===== config.mk =====
export PLATFORM = sky130hd
export DESIGN_NAME = enc_6b8b_sched
export DESIGN_NICKNAME = d
export VERILOG_FILES = /design/src/rtl/enc_6b8b_pkg.sv /design/src/rtl/enc_6b8b_sync_timer.sv /design/src/rtl/enc_6b8b_sched.sv
export SDC_FILE = /design/constraint.sdc
export NUM_CORES = 1
export LEC_CHECK = 0
export CORE_MARGIN = 2
export CORE_UTILIZATION = 30
export CTS_CLUSTER_DIAMETER = 120
export DETAILED_ROUTE_END_ITERATION = 10
export GPL_TIMING_DRIVEN = 0
export PLACE_DENSITY = 0.6
export SLEW_MARGIN = 20
export SYNTH_ARGS = -nofsm -noshare
export SYNTH_HDL_FRONTEND = slang
export SYNTH_SLANG_ARGS = --single-unit

===== constraint.sdc =====
create_clock -name clk -period 1.25 [get_ports clk]
set_input_delay 0.25 -clock clk [delete_from_list [all_inputs] [get_ports clk]]
set_output_delay 0.25 -clock clk [all_outputs]
set_load 0.01 [all_outputs]

===== src/rtl/enc_6b8b_pkg.sv =====
// Shared constants, state encoding and CRC-6 step function for the 6b8b
// encoder front-end and the decoder-side lock checker.
package enc_6b8b_pkg;

  localparam logic [5:0] K_IDLE = 6'b000111;
  localparam logic [5:0] K_SOF  = 6'b111000;
  localparam logic [5:0] K_EOF  = 6'b010101;
  localparam logic [5:0] K_SYNC = 6'b101010;

  typedef enum logic [2:0] {
    ST_IDLE = 3'd0,
    ST_SOF  = 3'd1,
    ST_DATA = 3'd2,
    ST_CRC  = 3'd3,
    ST_EOF  = 3'd4
  } state_e;

  typedef struct packed {
    logic [5:0] din;
    logic       kischar;
  } sym_t;

  // x^6 + x + 1, low-order taps only; the x^6 term is the shifted-out MSB
  localparam logic [5:0] CRC6_POLY = 6'h03;
  localparam logic [5:0] CRC6_INIT = 6'h3F;

  function automatic logic [5:0] crc6_next(input logic [5:0] crc, input logic [5:0] data);
    logic [5:0] c;
    logic       fb;
    c = crc;
    for (int i = 5; i >= 0; i--) begin
      fb = c[5] ^ data[i];
      c  = {c[4:0], 1'b0} ^ (fb ? CRC6_POLY : 6'h00);
    end
    return c;
  endfunction

endpackage


===== src/rtl/enc_6b8b_sync_timer.sv =====
// Free-running symbol-slot counter; flags the last slot of each
// SYNC_INTERVAL period. SYNC_INTERVAL=0 never flags.
module enc_6b8b_sync_timer #(
  parameter int SYNC_INTERVAL = 16
) (
  input  logic clk,
  input  logic rst,
  input  logic tick,
  output logic sync_due
);

  generate
    if (SYNC_INTERVAL == 0) begin : g_off
      logic w_unused_in;
      assign w_unused_in = clk ^ rst ^ tick;
      assign sync_due    = 1'b0;
    end else begin : g_on
      localparam int CW = (SYNC_INTERVAL > 1) ? $clog2(SYNC_INTERVAL) : 1;
      localparam logic [CW-1:0] LAST = CW'(SYNC_INTERVAL - 1);

      logic [CW-1:0] r_cnt;

      always_ff @(posedge clk) begin
        if (!rst) begin
          r_cnt <= '0;
        end else if (tick) begin
          r_cnt <= (r_cnt == LAST) ? '0 : r_cnt + CW'(1);
        end
      end

      assign sync_due = (r_cnt == LAST);
    end
  endgenerate

endmodule


===== src/rtl/enc_6b8b_sched.sv =====
// Symbol scheduler feeding the 6b8b encoder: SOF/EOF framing, IDLE fill,
// periodic SYNC. Optional CRC-6 slot before EOF: ENC_6B8B_SCHED_CRC_EN.
module enc_6b8b_sched
  import enc_6b8b_pkg::*;
#(
  parameter int SYNC_INTERVAL = 16,
  parameter int MAX_LEN       = 64
) (
  input  logic       clk,
  input  logic       rst,
  input  logic       en,
  input  logic [5:0] s_data,
  input  logic       s_valid,
  input  logic       s_last,
  output logic       s_ready,
  output logic [5:0] enc_din,
  output logic       enc_kischar,
  output logic       busy,
  output logic       frame_err
);

  localparam int WCW = (MAX_LEN > 1) ? $clog2(MAX_LEN) : 1;
  localparam logic [WCW-1:0] WLAST = WCW'(MAX_LEN - 1);

`ifdef ENC_6B8B_SCHED_CRC_EN
  localparam state_e ST_CLOSE = ST_CRC;
`else
  localparam state_e ST_CLOSE = ST_EOF;
`endif

  state_e         r_state, w_state_nx;
  logic [WCW-1:0] r_wcnt, w_wcnt_nx;
  sym_t           r_sym, w_sym;
  logic           r_ferr, w_ferr_nx;
  logic           w_sync_due;
  logic           w_xfer;

  // One symbol leaves every cycle, so the sync period advances unconditionally
  enc_6b8b_sync_timer #(
    .SYNC_INTERVAL(SYNC_INTERVAL)
  ) u_sync (
    .clk      (clk),
    .rst      (rst),
    .tick     (1'b1),
    .sync_due (w_sync_due)
  );

  assign s_ready = (r_state == ST_DATA) && !w_sync_due;
  assign w_xfer  = s_valid && s_ready;

`ifdef ENC_6B8B_SCHED_CRC_EN
  logic [5:0] r_crc;

  always_ff @(posedge clk) begin
    if (!rst) begin
      r_crc <= CRC6_INIT;
    end else if (!w_sync_due && r_state == ST_SOF) begin
      r_crc <= CRC6_INIT;
    end else if (w_xfer) begin
      r_crc <= crc6_next(r_crc, s_data);
    end
  end
`endif

  // SYNC pre-empts the slot; the state machine holds so nothing is lost
  always_comb begin
    w_sym      = '{din: K_IDLE, kischar: 1'b1};
    w_state_nx = r_state;
    w_wcnt_nx  = r_wcnt;
    w_ferr_nx  = 1'b0;
    if (w_sync_due) begin
      w_sym = '{din: K_SYNC, kischar: 1'b1};
    end else begin
      case (r_state)
        ST_IDLE: begin
          if (en && s_valid) w_state_nx = ST_SOF;
        end
        ST_SOF: begin
          w_sym      = '{din: K_SOF, kischar: 1'b1};
          w_wcnt_nx  = '0;
          w_state_nx = ST_DATA;
        end
        ST_DATA: begin
          if (w_xfer) begin
            w_sym     = '{din: s_data, kischar: 1'b0};
            w_wcnt_nx = r_wcnt + WCW'(1);
            if (s_last) begin
              w_state_nx = ST_CLOSE;
            end else if (r_wcnt == WLAST) begin
              w_state_nx = ST_CLOSE;
              w_ferr_nx  = 1'b1;
            end
          end
        end
`ifdef ENC_6B8B_SCHED_CRC_EN
        ST_CRC: begin
          w_sym      = '{din: r_crc, kischar: 1'b0};
          w_state_nx = ST_EOF;
        end
`endif
        ST_EOF: begin
          w_sym      = '{din: K_EOF, kischar: 1'b1};
          w_state_nx = ST_IDLE;
        end
        default: w_state_nx = ST_IDLE;
      endcase
    end
  end

  always_ff @(posedge clk) begin
    if (!rst) begin
      r_state <= ST_IDLE;
      r_wcnt  <= '0;
      r_sym   <= '{din: K_IDLE, kischar: 1'b1};
      r_ferr  <= 1'b0;
    end else begin
      r_state <= w_state_nx;
      r_wcnt  <= w_wcnt_nx;
      r_sym   <= w_sym;
      r_ferr  <= w_ferr_nx;
    end
  end

  assign enc_din     = r_sym.din;
  assign enc_kischar = r_sym.kischar;
  assign busy        = (r_state != ST_IDLE);
  assign frame_err   = r_ferr;

endmodule


==> flow_summary.toml <==
[synthesis]
synth.most_common_cell = "dfxtp_1"
synthesis.area_um2 = 906
ys_warn_count = 0
yosys-top-cells-count = "dfxtp_1, nor2_1, nand2_1"
seq_area_frac_synth_pct = 46.4
synth_edf_count = 0
synth_seq_cells = 21
yosys-top-cells-area = "dfxtp_1, nor2_1, xor2_1"
yosysTopAreaCell = "dfxtp_1"
synthArstFlopShare_pct = 0
yosys_most_used_dff = "dfxtp_1"
synth_top_area_share_pct = 46.4
synth_fp_nets = 104
syn_inst = 91
ys_types = 34
synth.avg_cell_area_um2 = 9.95

[floorplan]
start_util_pct = 32.3
die_h_um = 59.0
row_count = 19
num_io_pins = 21
dieArea_um2 = 3480
die_x_um = 59.0
core-area_um2 = 2810

[clocking]
cts_made_buffers = 3
cts-root-buf = "clkbuf_4"
cts_max_level = 1
cts_tree = "done"
cts_sinks = 21
clk_path_buf_depth = 2
clk_pin_slew_worst_paths_ns = 0.12
clock_latency_ns = 0.31
hold_buffers = 0

[sta]
hold_viol = 0
rsz0062_at_grt = "yes"
setup_viol = 13
finClkSkew_ns = 0.00137
period_needed_ns = 1.48
max_slew_margin_pct = 64.1
period_share_pct = 118
worst_slack_ns = -0.229
worst_pin_slew_ns = 0.538
slew_viol_final = 0
finalSetupTns_ns = -1.27
max_freq_ghz = 0.676

[layout]
area_growth_syn_to_layout_pct = 53.2
fillers = 263
layout-drive-gt1-share_pct = 40.9
final_nets = 141
diodes = 0

[power_and_ir_drop]
power.leakage_nw = 0.541
ir_drop_uv = 436
power.density_nw_per_um2 = 951

[routing]
via_per_inst = 5.24
drc = 3
wirelength_mm = 2.27
drt_pass1_iterations = 7
antenna_left = 0
num_vias = 828
wire_per_inst_um = 14.4
drtIter0Drc = 16

[outcome]
violations = "DRC, setup timing"
status = "finished, violations left"

[global_routing]
grt-ovfl-total = 0
antenna_found_initial = 0
grt_pass1_vias = 842
gr-usage-all-layers_pct = 14.2
use_met3_pct = 2.64
use_met1_pct = 13.8
grt-busiest-layer = "met2"
grt_pass1_wl_mm = 3.62
grt_use_met2_pct = 26.2
grt_max_degree = 13

[worst_setup_path]
path_cells = "ha_4 -> nand3_4 -> and3_4 -> buf_6"
required_ns = 1.00
cpPeakStageDelay_ns = 0.38
rr_worst_depth = 5
cp.arrival_ns = 1.23
critical_path_class = "register to primary output"
slowest_stage = "dfxtp_4"
cp-start-kind = "register"
critPathCaptureType = "primary output"
cp_max_fo = 3

[placed_design]
place_ws_ns = -0.572
gp_congestion = 0.768
dp_hpwl_mm = 1.42
port_buffers = 19

[job]
maxCapViolCount = 0

[hold_path]
hp-class = "input pin to register"
min_path_cells = 2
-- path summary, 6_finish.rpt --
check | from | endpoint | slack [ns]
worst max-delay path | u_sync.g_on.r_cnt[0] | s_ready | -0.23
worst min-delay path | rst | enc_din[0] | 0.32
worst max register to register | u_sync.g_on.r_cnt[0] | r_wcnt[0] | -0.12
worst min register to register | r_wcnt[5] | r_wcnt[5] | 0.54
-- critical path: cells and delay by family, from the launching register on --
| kind | cells | cell delay (ns) |
|---|---|---|
| DFF | 1 | 0.38 |
| and+or+nand+nor | 2 | 0.27 |
| adders and majority gates | 1 | 0.18 |
| buffers and inverters | 1 | 0.10 |
-- per-stage QoR --
| step | std cells | area (µm²) | utilization (%) | power (mW) | hold WS [ns] |
|---|---|---|---|---|---|
| after floorplan | 91 | 910 | - | 0.836 | 0.321 |
| after global placement | 141 | 1140 | 40.6 | 0.924 | 0.438 |
| after detailed placement | 141 | 1140 | 40.6 | 0.930 | 0.452 |
| after CTS | 156 | 1340 | 47.9 | 1.32 | 0.280 |
| after global routing | 158 | 1390 | 49.5 | 1.39 | 0.325 |
| final | 158 | 1390 | 49.5 | 1.32 | 0.324 |
-- placed cells by master (no fill, tap or decap), types with 3 or more instances in the layout --
| cell type | n |
|---|---|
| nor2_1 | 10 |
| buf_4 | 11 |
| nand2_1 | 7 |
| o21ai_1 | 3 |
| dfxtp_2 | 3 |
| clkdlybuf4s50_1 | 8 |
| a21oi_1 | 3 |
| buf_6 | 3 |
| dfxtp_4 | 4 |
| dlygate4sd2_1 | 8 |
| dfxtp_1 | 14 |
| clkbuf_4 | 3 |
| and3_4 | 3 |
| xor2_1 | 4 |
-- registers in the layout (all words and copies together) (netlist names) --
signal and count:
r_wcnt 6, enc_din 6, u_sync.g_on.r_cnt 4, frame_err 1, r_state 3, enc_kischar 1
-- where the power goes --
part | internal, mW | switching [mW] | leakage, nW | total (mW)
clock network | 0.120 | 0.214 | 0.0177 | 0.333
registers | 0.696 | 0.0227 | 0.175 | 0.718
logic | 0.152 | 0.116 | 0.348 | 0.268
total | 0.967 | 0.353 | 0.541 | 1.32
-- what timing repair did --
item,in CTS,in global routing
setup buffers,11,2
pin swaps,9,4
gates resized for setup,47,8
endpoints found under the hold margin,0,0
setup endpoints to repair,26,19
-- per-layer routing --
layer  routed length, µm  share of wire (%)
met2                1200                 53
met4                  91                4.0
met1                 877                 39
met5                   0                  0
met3                 103                4.5
-- logic make-up after synthesis --
family	share of synthesized area [%]
XOR/XNOR	5.80
multiplexers	1.11
buffers and inverters	0.828
AO/OA/AOI/OAI	16.2
flip-flops	46.4
adder cells (fa/ha/maj)	2.76
AND/OR/NAND/NOR	26.9
-- layout make-up --
cell class	count	area, µm²	area share (%)
flip-flops and latches	21	439	31.7
inverters	1	3.75	0.271
repair buffers	32	294	21.2
clock inverters	1	5.00	0.361
clock buffers	3	22.5	1.62
well taps	31	38.8	2.80
multi-input cells	68	581	41.8
plain buffers	1	3.75	0.271
Note: power is estimated with default switching activity, not from simulation.
